--- config.mk ---
export PLATFORM = sky130hd
export DESIGN_NAME = mod_updown_counter
export DESIGN_NICKNAME = d
export VERILOG_FILES = /design/src/rtl/counter_pkg.sv /design/src/rtl/counter_next.sv /design/src/rtl/mod_updown_counter.sv
export SDC_FILE = /design/constraint.sdc
export NUM_CORES = 1
export LEC_CHECK = 0
export CORE_AREA = 8 8 45 47
export CTS_BUF_LIST = sky130_fd_sc_hd__clkbuf_4 sky130_fd_sc_hd__clkbuf_8
export DETAILED_ROUTE_END_ITERATION = 16
export DIE_AREA = 0 0 53 55
export MAX_ROUTING_LAYER = met4
export PLACE_DENSITY = 0.6
export SLEW_MARGIN = 20
export SYNTH_ARGS = -nofsm -noshare
export SYNTH_HDL_FRONTEND = slang
export SYNTH_SLANG_ARGS = --single-unit
--- constraint.sdc ---
create_clock -name ck -period 1.93 [get_ports ck]
set_clock_uncertainty 0.1 [all_clocks]
set_input_delay 0.2895 -clock ck [delete_from_list [all_inputs] [get_ports ck]]
set_output_delay 0.2895 -clock ck [all_outputs]
set_load 0.02 [all_outputs]
--- src/rtl/counter_pkg.sv ---
// Shared constants for the up/down modulo counter family.
// Direction/mode encodings and the per-edge action type.
package counter_pkg;

    localparam logic DIR_UP = 1'b1;
    localparam logic DIR_DN = 1'b0;

    localparam int MODE_SAT  = 0;
    localparam int MODE_WRAP = 1;

    typedef enum logic [1:0] {
        ACT_HOLD,
        ACT_LOAD,
        ACT_STEP
    } act_e;

endpackage

--- src/rtl/counter_next.sv ---
// Next-state and terminal-count logic for the modulo counter.
// Purely combinational; the top only registers its outputs.
module counter_next
    import counter_pkg::*;
#(
    parameter int     WIDTH   = 4,
    parameter longint MODULUS = 16,
    parameter int     WRAP    = MODE_WRAP
) (
    input  logic [WIDTH-1:0] q,
    input  logic [WIDTH-1:0] d,
    input  logic             ovf,
    input  logic             en,
    input  logic             ci,
    input  logic             up,
    input  logic             ld,
    output logic [WIDTH-1:0] q_nxt,
    output logic             ovf_nxt,
    output logic             at_term
);

    localparam logic [WIDTH-1:0] TOP     = WIDTH'(MODULUS - 1);
    localparam logic [63:0]      MOD64   = 64'(MODULUS);
    localparam bit               IS_WRAP = (WRAP == MODE_WRAP);

    logic             at_top;
    logic             at_bot;
    logic [WIDTH-1:0] inc_q;
    logic [WIDTH-1:0] dec_q;
    logic [WIDTH-1:0] ld_q;
    act_e             act;

    always_comb begin
        at_top  = (q == TOP);
        at_bot  = (q == '0);
        at_term = (up == DIR_UP) ? at_top : at_bot;
    end

    // Terminal cases override the raw +/-1 so no intermediate overflow.
    always_comb begin
        inc_q = q + WIDTH'(1);
        if (at_top) inc_q = IS_WRAP ? '0 : TOP;
        dec_q = q - WIDTH'(1);
        if (at_bot) dec_q = IS_WRAP ? TOP : '0;
        ld_q = (64'(d) >= MOD64) ? TOP : d;
    end

    always_comb begin
        act = ACT_HOLD;
        if (ld) begin
            act = ACT_LOAD;
        end else if (en & ci) begin
            act = ACT_STEP;
        end
    end

    always_comb begin
        q_nxt   = q;
        ovf_nxt = ovf;
        unique case (act)
            ACT_LOAD: begin
                q_nxt   = ld_q;
                ovf_nxt = 1'b0;
            end
            ACT_STEP: begin
                q_nxt   = (up == DIR_UP) ? inc_q : dec_q;
                ovf_nxt = ovf | at_term;
            end
            default: begin
                q_nxt   = q;
                ovf_nxt = ovf;
            end
        endcase
    end

endmodule

--- src/rtl/mod_updown_counter.sv ---
// Cascadable up/down modulo counter with load, wrap/saturate and sticky ovf.
// Holds only the q/ovf registers, reset handling and rc gating.
module mod_updown_counter
    import counter_pkg::*;
#(
    parameter int     WIDTH   = 4,
    parameter longint MODULUS = 16,
    parameter int     WRAP    = MODE_WRAP
) (
    input  logic             ck,
    input  logic             rst_n,
    input  logic             en,
    input  logic             ci,
    input  logic             up,
    input  logic             ld,
    input  logic [WIDTH-1:0] d,
    output logic [WIDTH-1:0] q,
    output logic             rc,
    output logic             ovf
);

    logic [WIDTH-1:0] q_nxt;
    logic             ovf_nxt;
    logic             at_term;

    counter_next #(
        .WIDTH   (WIDTH),
        .MODULUS (MODULUS),
        .WRAP    (WRAP)
    ) u_next (
        .q       (q),
        .d       (d),
        .ovf     (ovf),
        .en      (en),
        .ci      (ci),
        .up      (up),
        .ld      (ld),
        .q_nxt   (q_nxt),
        .ovf_nxt (ovf_nxt),
        .at_term (at_term)
    );

    always_ff @(posedge ck or negedge rst_n) begin
        if (!rst_n) begin
            q   <= '0;
            ovf <= 1'b0;
        end else begin
            q   <= q_nxt;
            ovf <= ovf_nxt;
        end
    end

    // rst_n gating keeps rc low while q is held at 0 in reset.
    assign rc = rst_n & en & ci & at_term;

endmodule

---- Word level (Yosys, flattened, before mapping) ----
Index checks and enable logic that the tools add are counted.
storage, ports and cells
  bits in latches ......................... 0
  bits in registers ....................... 5
  memories ................................ 0
  logic and storage cells ................. 22
  bits in writable memories ............... 0
  bits of input ports ..................... 10
  bits in read-only memories .............. 0
  output and inout bits ................... 6
cells by class
  order comparisons ....................... 0
  multipliers ............................. 0
  add/sub/neg operators ................... 2
  muxes and demuxes ....................... 8
  reduce and logical (&&, ||, !) cells .... 2
  bitwise logic cells ..................... 5
  shifts and indexed selects .............. 0
  divide/modulo/power cells ............... 0
  equality and inequality tests ........... 3
operator list
  kind                                                 number
  2-to-1 mux 4 bit                                     3
  case mux 4 bit (2 select lines)                      1
  adder 4 x 1 -> 4 bit, second input constant          1
  bitwise AND 1 bit                                    4
  equality test 4 bit, second input constant           1
  zero test 4 bit                                      1
  2-to-1 mux 2 bit                                     2
  subtractor 4 x 1 -> 4 bit, second input constant     1
  equality test 2 x 1 -> 1 bit, second input constant  1
  equality test 2 bit, second input constant           1
  case mux 1 bit (2 select lines)                      1
  nonzero test 2 bit                                   1
  2-to-1 mux 1 bit                                     1
  bitwise OR 1 bit                                     1

---- Logic depth before layout (Yosys ltp) ----
Gate-level depths: netlist (run 1).
  depth after elaboration ................. 5
  gate-level depth with buffers ........... 6
  depth with buffers taken out ............ 6

---- Modules after synthesis ----
A second synthesis (run 1) with hierarchy kept.
second synthesis, totals
  cell total of the unflattened synthesis .. 46
  area, all modules ....................... 377.9 um2
by module, submodules not included
  module              area each (um2)  instances  seq. area each (um2)  cells each
  counter_next        244.0            1          0.0                   40
  mod_updown_counter  133.9            1          125.1                 6

---- Least setup slack after synthesis (run 1) ----
Ideal clock, no wire load.
  kind .................................... reg-to-output
  from .................................... register q[0]
  to ...................................... output port rc
  path buffers ............................ 0
  required time ........................... 1,541 ps
  cell stages (with the launch flop) ...... 6
  setup slack ............................. -53 ps
  data arrival time ....................... 1,594 ps
  path through ............................ dfrtp_1 inv_1 ha_1 or4b_4 a21oi_1 and2_1
between the ends
  word-level cells in the longest chain between the ends .. 3
  elaborated cells between the ends (all ways) .. 4
  those cells by class .................... 1 x eq/ne; 1 x mux; 1 x bitwise; 1 x reduce/logical
ends and longest elaborated chain
  item                                                           RTL line                                RTL
  from (decl)                                                    mod_updown_counter.sv:17                output logic [WIDTH-1:0] q,
  from (signal assigned)                                         mod_updown_counter.sv:48                q <= q_nxt;
  equality test 4 bit / zero test 4 bit (equally long branches)  counter_next.sv:34, counter_next.sv:35
  2-to-1 mux 1 bit (*)                                           counter_next.sv:36                      at_term = (up == DIR_UP) ? at_top : at_bot;
  bitwise AND 1 bit (*)                                          mod_updown_counter.sv:54                assign rc = rst_n & en & ci & at_term;
  to (decl)                                                      mod_updown_counter.sv:18                output logic rc,
Mark *: on every way between the ends. The rest lies on a longest branch, timed or not.

---- Worst setup path in the final report (run 1) ----
Ends and elaborated chain as after synthesis.

==> impl_metrics.yaml, run 1 <==
synthesis:
  synth_top_family_by_area: "simple AND/OR/NAND/NOR gates"
  yosysTopAreaCellShare: 0.3425
  synthAdderAreaFrac: 0.06849
  syn_avg_cell_area_um2: 8.303
  ys_top_cells_by_area: "dfrtp_1 34%, ha_1 6.8%, a21oi_1 5.5%"
  syn_nets: 56
  synth-seq-area-share: 0.3425
  synth-compound-area-share: 0.1918
  postSynthCellCount: 44
  synthMuxAreaShare: 0.05822
  yosysUniqueCellTypes: 24
  yosysTopAreaCell: "dfrtp_1"
  yosys_warnings: 0
  synth-xor-area-share: 0.07192
  ys_seq_elements: 5
  syn-cell-area_um2: 365.4
  synth-simple-area-share: 0.2260
pwr:
  comb_power_share: 0.395
  clkPwrFrac: 0.313
  powerDensity_nw_per_um2: 629.6
  seq_power_share: 0.291
  peakVddDrop_v: 0.0004258
  power.share.switching: 0.2944
  p_leak_nw: 0.2872
  p_switching_uw: 125.0
  internal-power_uw: 299.6
worst_setup_path:
  worstPathArrival_ps: 1730
  crit_buf_inv: 2
  crit_path_max_fanout: 2
  startpoint_type: "flip-flop"
  slowest_delay_ps: 480
  path_cells: "inv_2, ha_4, or4b_4, a21oi_4, and2_4, buf_6"
  cp-end-kind: "output port"
  cp_data_required_time_ps: 1540
  cpMaxStageDelayCell: "or4b_4"
  cp_top_family: "simple AND/OR/NAND/NOR gates"
  critical_path_class: "reg2out"
sta:
  finalSetupViolations: 1
  tightest_slew_ps: 293.5
  tns_ps: -188.7
  slew_headroom: 0.8037
  max_freq_mhz: 472.0
  min_period_ps: 2119
  grt_setup_unrepaired: "yes"
  fin_ws_ps: -188.7
  drv_slew: 0
  hold_violations: 0
  fin_crit_sh: 1.098
die:
  io_pins: 16
  die_height_um: 55
  start_util: 0.2640
  die_area_um2: 2915
  row_count: 14
  die_w_um: 53
  core-area_um2: 1384
global_routing:
  grt_pass1_wl_um: 1869
  grt_pass1_vias: 482
  grt_max_degree: 10
  grt_overflow: 0
  grt.total_usage: 0.08875
  grt_antenna_before_repair: 0
clock_tree:
  numCtsBuffers: 3
  cts-root-buf: "clkbuf_4"
  clockBufferDepth: 2
  insertion_delay_ps: 240
  h-tree-depth: 1
  clock_sinks: 5
  clk_pin_slew_ps: 40
  hold_buffers: 0
  cts_tree: "built"
detailed_routing:
  num_vias: 410
  wirelength_um: 1053
  drtIter0Drc: 8
  ant_nets: 0
  wl_per_cell_um: 11.83
  vias_per_cell: 4.607
  drc: 0
  dr.pass1.iters: 3
hold_path:
  hp-class: "in2async"
placed_design:
  dp_hpwl_um: 824.8
  globalplace.congestion: 0.7899
  dpl_worst_slack_ps: -620.7
  io_buffers: 15
final_layout:
  final_common_cell: "clkdlybuf4s50_1"
  drive_above_1_share: 0.3562
  syn2layout_area_growth_pct: 84.59
  nets: 86
  fillers: 147
  final_cell_mix: "14 x clkdlybuf4s50_1, 11 x buf_4, 5 x nand2_1, 5 x nor2_1, 4 x clkbuf_4"
  n_antenna_cell: 0
job:
  max_cap_viol_count: 0
status:
  violations: "negative setup slack"
  outcome: "finished, violations left"
repair_timing:
action                     in CTS  in global routing
setup endpoints to repair       1                  1
hold endpoints to repair        0                  0
pin swaps                       3                  2
buffers inserted                2                  1
resized for setup              12                  1
registers in the layout, indices dropped and copies added (netlist names):
register	count
q	4
ovf	1
worst register-to-register path, cell delays in order (launching register included):
cell and delay (ps):
dfrtp_2 400, inv_2 80, ha_4 130, or4b_4 480, a21oi_4 150, buf_4 120
buf_4 90, nor2_1 30, nor2_1 80
final timing paths:
path                            depth (start not counted)   from  slack, ps   end
worst max-delay path                                    6   q[0]       -190    rc
worst min-delay path                                    2  rst_n        250   ovf
worst max register to register                          8   q[0]        210   ovf
worst min register to register                          2    ovf        400   ovf
max in group asynchronous                               2  rst_n       1370  q[1]
min in group ck                                         2    ovf        400   ovf
final cells by class:
cell class	instances	area [um^2]	area share
inverters	3	11.26	0.01670
flip-flops and latches	5	127.6	0.1892
multi-input cells	35	251.5	0.3729
well taps	16	20.02	0.02968
repair buffers	26	234.0	0.3469
clock buffers	4	30.03	0.04453
metrics by stage:
| stage | cell area (um^2) | std cells | hold WS (ps) | power [mW] | utilization |
|---|---|---|---|---|---|
| CTS | 659.4 | 88 | 249.2 | 0.4320 | 0.4765 |
| global route | 674.4 | 89 | 288.2 | 0.4567 | 0.4873 |
| detailed placement | 595.6 | 82 | 394.6 | 0.2822 | 0.4304 |
| global placement | 595.6 | 82 | 389.5 | 0.2794 | 0.4304 |
| floorplan | 369.1 | 44 | -106.1 | 0.2004 | - |
| finish | 674.4 | 89 | 250.7 | 0.4246 | 0.4873 |
logic make-up (layout without fill, tap and decap cells):
logic type,count (synthesis),after routing
adders and majority gates,2,2
DFF,5,5
xor gates and xnor gates,3,3
buffers and inverters,4,33
and+or+nand+nor,16,16
AOI/OAI and AO/OA,12,12
muxes,2,2
cell usage after synthesis:
cell type  count
nand4_1        1
or4b_4         1
nor2b_1        1
or4_1          1
ha_1           2
a21oi_1        4
inv_2          1
and2_1         1
o21ai_1        1
o21ai_0        3
dfrtp_1        5
inv_1          2
o211ai_1       1
xnor2_1        2
o21a_1         1
nor3_1         1
nand2_1        5
mux2i_1        1
mux2_2         1
a21boi_1       1
buf_1          1
xor2_1         1
nor2_1         5
a22oi_1        1
routing by layer:
layer / part of all wire / GRT usage
met4: 0.0057 / 0.06897
met1: 0.43 / 0.09063
met5: 0 / -
met3: 0.085 / 0.02406
met2: 0.48 / 0.1426
power groups by stage:
stage	Combinational, mW	Sequential [mW]	Clock, mW
2_1_floorplan	0.0549	0.146	0
6_report	0.168	0.124	0.133
5_1_grt	0.189	0.125	0.143
4_1_cts	0.168	0.123	0.141
3_5_place_dp	0.158	0.124	0
3_3_place_gp	0.156	0.124	0
No activity file was read; power rests on OpenSTA's default activity.
==> run 2: changes to the inputs <==
--- a/config.mk
+++ b/config.mk
@@ -5,12 +5,14 @@
 export SDC_FILE = /design/constraint.sdc
 export NUM_CORES = 1
 export LEC_CHECK = 0
+export CELL_PAD_IN_SITES_DETAIL_PLACEMENT = 1
+export CELL_PAD_IN_SITES_GLOBAL_PLACEMENT = 1
 export CORE_AREA = 8 8 45 47
 export CTS_BUF_LIST = sky130_fd_sc_hd__clkbuf_4 sky130_fd_sc_hd__clkbuf_8
 export DETAILED_ROUTE_END_ITERATION = 16
 export DIE_AREA = 0 0 53 55
 export MAX_ROUTING_LAYER = met4
-export PLACE_DENSITY = 0.6
+export PLACE_DENSITY = 0.79
 export SLEW_MARGIN = 20
 export SYNTH_ARGS = -nofsm -noshare
 export SYNTH_HDL_FRONTEND = slang
==> constraint.sdc (replaced) <==
create_clock -name ck -period 1.93 [get_ports ck]
set_clock_uncertainty 0.1 [all_clocks]
set_input_delay 0.2895 -clock ck [delete_from_list [all_inputs] [get_ports ck]]
set_output_delay 0.2895 -clock ck [all_outputs]
set_load 0.1 [all_outputs]
==> impl_metrics.yaml, run 2 (same netlist as run 1, synthesis figures left out) <==
die:
  core-area_um2: 1384
  die_area_um2: 2915
  io_pins: 16
  start_util: 0.2640
  row_count: 14
  die_w_um: 53
  die_height_um: 55
placed_design:
  io_buffers: 15
  globalplace.congestion: 0.8519
  place_area_um2: 655.6
  dpl_worst_slack_ps: -180.4
  dp_hpwl_um: 1075
  dp.cells: 82
pwr:
  powerDensity_nw_per_um2: 747.9
  p_total_uw: 525.9
  p_leak_nw: 0.2949
  internal-power_uw: 322.5
  clkPwrFrac: 0.257
  p_switching_uw: 203.4
  seq_power_share: 0.246
  peakVddDrop_v: 0.0006396
  comb_power_share: 0.497
  power.share.switching: 0.3867
clock_tree:
  clk_pin_slew_ps: 40
  numCtsBuffers: 3
  post-cts-setup-buffer-count: 0
  h-tree-depth: 1
  insertion_delay_ps: 240
  cts-root-buf: "clkbuf_4"
  clockBufferDepth: 2
  hold_buffers: 0
  clock_sinks: 5
  cts_tree: "built"
final_layout:
  finalInstanceArea_um2: 703.2
  reg_top3: "q x4, ovf x1"
  n_antenna_cell: 0
  drive_above_1_share: 0.4286
  syn2layout_area_growth_pct: 92.47
  nets: 83
  post_layout_nonfiller_instances: 86
  largest_reg_flops: 4
  top_register: "q"
  final_cell_mix: "9 x clkdlybuf4s50_1, 9 x buf_4, 5 x nand2_1, 5 x nor2_1, 5 x buf_12"
  utilization: 0.5081
sta:
  tightest_slew_ps: 305.6
  fin_crit_sh: 1.163
  max_freq_mhz: 445.5
  min_period_ps: 2245
  slew_headroom: 0.7956
  grt_setup_unrepaired: "yes"
  tns_ps: -314.7
  finalSetupViolations: 1
  drv_slew: 0
  holdWs_ps: 255.5
  fin_ws_ps: -314.7
  hold_violations: 0
worst_setup_path:
  slowest_delay_ps: 480
  critical_path_class: "reg2out"
  reg2reg_to: "q[0]"
  r2r_start: "q[1]"
  cp_data_required_time_ps: 1540
  crit_buf_inv: 2
  worstPathArrival_ps: 1860
  cpMaxStageDelayCell: "dfrtp_4"
  cp-end-kind: "output port"
  path_cells: "inv_4, ha_4, or4b_4, a21oi_2, and2_4, buf_12"
  worstRegToRegCells: 7
  crit_path_max_fanout: 2
  startpoint_type: "flip-flop"
  cp_top_family: "simple AND/OR/NAND/NOR gates"
  r2r_slack_ps: 170
detailed_routing:
  vias_per_cell: 4.733
  num_vias: 407
  wl_per_cell_um: 14.20
  ant_nets: 0
  dr.pass1.iters: 3
  drtIter0Drc: 6
  drc: 0
  wirelength_um: 1221
global_routing:
  grt_pass1_vias: 482
  grt_pass1_wl_um: 2014
  grt_antenna_before_repair: 0
  grt_max_degree: 10
  grt.total_usage: 0.1005
  grt_overflow: 0
hold_path:
  hp-class: "in2async"
job:
  max_cap_viol_count: 0
status:
  outcome: "finished, violations left"
  violations: "negative setup slack"
-- run 2: cell count changes in the layout (fill, tap and decap cells not counted), sizes merged --
cell           before  now
buf                12   14
clkdlybuf4s50      14    9
-- run 2: worst max-delay path by stage --
stage	start	endpoint	slack, ps	cells after the start
after global routing	q[0]	rc	-380	6
after floorplan	q[0]	rc	-260	5
after detailed placement	up	rc	-180	5
after global placement	up	rc	-150	5
final	q[1]	rc	-310	6
after CTS	q[1]	rc	-350	6
-- run 2: layout make-up --
class | instances | area, um^2
clock buffer | 4 | 30.03
fill | 156 | 680.7
inverter | 3 | 16.27
multi-input combinational | 35 | 244.0
sequential | 5 | 135.1
tap | 16 | 20.02
timing repair buffer | 23 | 257.7
-- run 2: what timing repair did --
item                       CTS  global route
pin swaps                    3             2
gates resized for setup      4             0
setup endpoints to repair    1             1
gates cloned                 0             0
-- run 2: power groups by stage --
stage / sequential [mW] / combinational (mW) / clock, mW
2_1_floorplan: 0.215 / 0.0574 / 0
3_3_place_gp: 0.129 / 0.253 / 0
3_5_place_dp: 0.130 / 0.258 / 0
4_1_cts: 0.130 / 0.265 / 0.142
5_1_grt: 0.130 / 0.277 / 0.152
6_report: 0.129 / 0.262 / 0.135
-- run 2: per-layer routing --
layer | wire [um] | share of wire | global-route usage
met5 | 0 | 0 | -
met4 | 8 | 0.0066 | 0.02586
met3 | 118 | 0.097 | 0.06150
met2 | 622 | 0.51 | 0.1738
met1 | 473 | 0.39 | 0.09188
-- run 2: worst register-to-register path, stage by stage, from the launching register on --
cell and delay, ps:
dfrtp_4 480, inv_4 70, ha_4 120, or4b_4 460
buf_4 160, nand2_1 60, a22oi_1 70, o21ai_1 160
==> run 3: changes to the inputs <==
--- a/config.mk
+++ b/config.mk
@@ -7,12 +7,12 @@
 export LEC_CHECK = 0
 export CELL_PAD_IN_SITES_DETAIL_PLACEMENT = 1
 export CELL_PAD_IN_SITES_GLOBAL_PLACEMENT = 1
-export CORE_AREA = 8 8 45 47
+export CORE_MARGIN = 8
+export CORE_UTILIZATION = 26
 export CTS_BUF_LIST = sky130_fd_sc_hd__clkbuf_4 sky130_fd_sc_hd__clkbuf_8
 export DETAILED_ROUTE_END_ITERATION = 16
-export DIE_AREA = 0 0 53 55
 export MAX_ROUTING_LAYER = met4
-export PLACE_DENSITY = 0.79
+export PLACE_DENSITY = 0.78
 export SLEW_MARGIN = 20
 export SYNTH_ARGS = -nofsm -noshare
 export SYNTH_HDL_FRONTEND = slang
==> constraint.sdc (replaced) <==
create_clock -name ck -period 1.92 [get_ports ck]
set_clock_uncertainty 0.1 [all_clocks]
set_input_delay 0.288 -clock ck [delete_from_list [all_inputs] [get_ports ck]]
set_output_delay 0.288 -clock ck [all_outputs]
set_load 0.1 [all_outputs]
==> impl_metrics.yaml, run 3 (same netlist as run 1, synthesis figures left out) <==
pwr:
  powerDensity_nw_per_um2: 741.4
  peakVddDrop_v: 0.0006141
  p_leak_nw: 0.3058
placed_design:
  dpl_worst_slack_ps: -236.3
  dp_hpwl_um: 1171
  globalplace.congestion: 0.7314
  io_buffers: 15
die:
  start_util: 0.2808
  die_w_um: 53.49
  core-area_um2: 1301
  die_area_um2: 2861
  io_pins: 16
  row_count: 13
  die_height_um: 53.49
final_layout:
  final_cell_mix: "11 x buf_4, 9 x clkdlybuf4s50_1, 5 x nand2_1, 5 x nor2_1, 5 x buf_12"
  top_register: "q"
  drive_above_1_share: 0.4444
  final_common_cell: "buf_4"
  syn2layout_area_growth_pct: 97.60
  reg_top3: "q x4, ovf x1"
  n_antenna_cell: 0
  nets: 85
  fillers: 154
  largest_reg_flops: 4
sta:
  min_period_ps: 2290
  finalSetupViolations: 1
  drv_slew: 0
  max_freq_mhz: 436.7
  fin_crit_sh: 1.193
  tightest_slew_ps: 295.4
  hold_violations: 0
  slew_headroom: 0.8025
  holdWs_ps: 252.7
  fin_ws_ps: -370.1
  tns_ps: -370.1
  grt_setup_unrepaired: "yes"
detailed_routing:
  num_vias: 425
  vias_per_cell: 4.885
  dr.pass1.iters: 3
  drc: 0
  ant_nets: 0
  wl_per_cell_um: 15.97
  wirelength_um: 1389
  drtIter0Drc: 4
worst_setup_path:
  cp-end-kind: "output port"
  r2r_start: "q[0]"
  setup.worst_path.start: "q[0]"
  cp_data_required_time_ps: 1530
  critical_path_class: "reg2out"
  worstPathArrival_ps: 1900
  startpoint_type: "flip-flop"
  crit_path_max_fanout: 2
clock_tree:
  clk_pin_slew_ps: 40
  numCtsBuffers: 3
  insertion_delay_ps: 250
  h-tree-depth: 1
  cts-root-buf: "clkbuf_4"
  clock_sinks: 5
  hold_buffers: 0
  clockBufferDepth: 2
  cts_tree: "built"
global_routing:
  grt_use_met1: 0.1153
  grt_antenna_before_repair: 0
  grt_use_met3: 0.01961
  grt_use_met2: 0.2090
  grt_pass1_wl_um: 2290
  grt_max_degree: 10
  grt.total_usage: 0.1161
  busiest_layer: "met2"
  grt_overflow: 0
  grt_pass1_vias: 500
status:
  violations: "negative setup slack"
  outcome: "finished, violations left"
job:
  max_cap_viol_count: 0
hold_path:
  hp-class: "in2async"
run 3: final cells by class:
cell class	instances	area, um^2	area share
clock buffers	4	30.03	0.04159
inverters	3	13.76	0.01906
multi-input cells	35	251.5	0.3484
flip-flops and latches	5	135.1	0.1872
well taps	15	18.77	0.02600
repair buffers	25	272.8	0.3778
run 3: final timing paths:
path | cells past startpoint | slack [ps] | end
min in group ck | 2 | 430 | ovf
setup reg to reg | 8 | 70 | ovf
setup / recovery | 6 | -370 | rc
hold / removal | 2 | 250 | q[0]
max in group asynchronous | 2 | 1350 | q[2]
hold reg to reg | 2 | 430 | ovf
run 3: timing repair:
item | CTS | global route
endpoints found under the setup margin | 1 | 2
pin swaps | 2 | 2
resized for setup | 4 | 0
setup buffers | 1 | 0
cloned | 0 | 0
run 3: per-stage QoR:
stage / area, um^2 / total power [mW] / instances / utilization
after floorplan: 381.6 / 0.2736 / 44 / -
after global placement: 661.9 / 0.3854 / 82 / 0.5087
after detailed placement: 661.9 / 0.3928 / 82 / 0.5087
after CTS: 721.9 / 0.5451 / 87 / 0.5548
after global routing: 721.9 / 0.5619 / 87 / 0.5548
final: 721.9 / 0.5353 / 87 / 0.5548
run 3: power by group:
part | leakage [nW] | internal [mW] | total [mW] | switching (mW)
clock network | 0.0184 | 0.0927 | 0.136 | 0.0438
logic | 0.230 | 0.113 | 0.270 | 0.157
registers | 0.0576 | 0.120 | 0.129 | 0.00847
total | 0.306 | 0.326 | 0.535 | 0.210
run 3: critical path, stage by stage, from the launching register on:
cell and delay (ps):
dfrtp_4 480, inv_4 70, ha_4 130, or4b_4 470
a21oi_4 160, and2_4 180, buf_12 170
run 3: layer usage:
metal,up-vias,share of wire
li1,207,-
met1,204,0.41
met2,12,0.54
met3,2,0.034
met4,0,0.017
met5,-,0
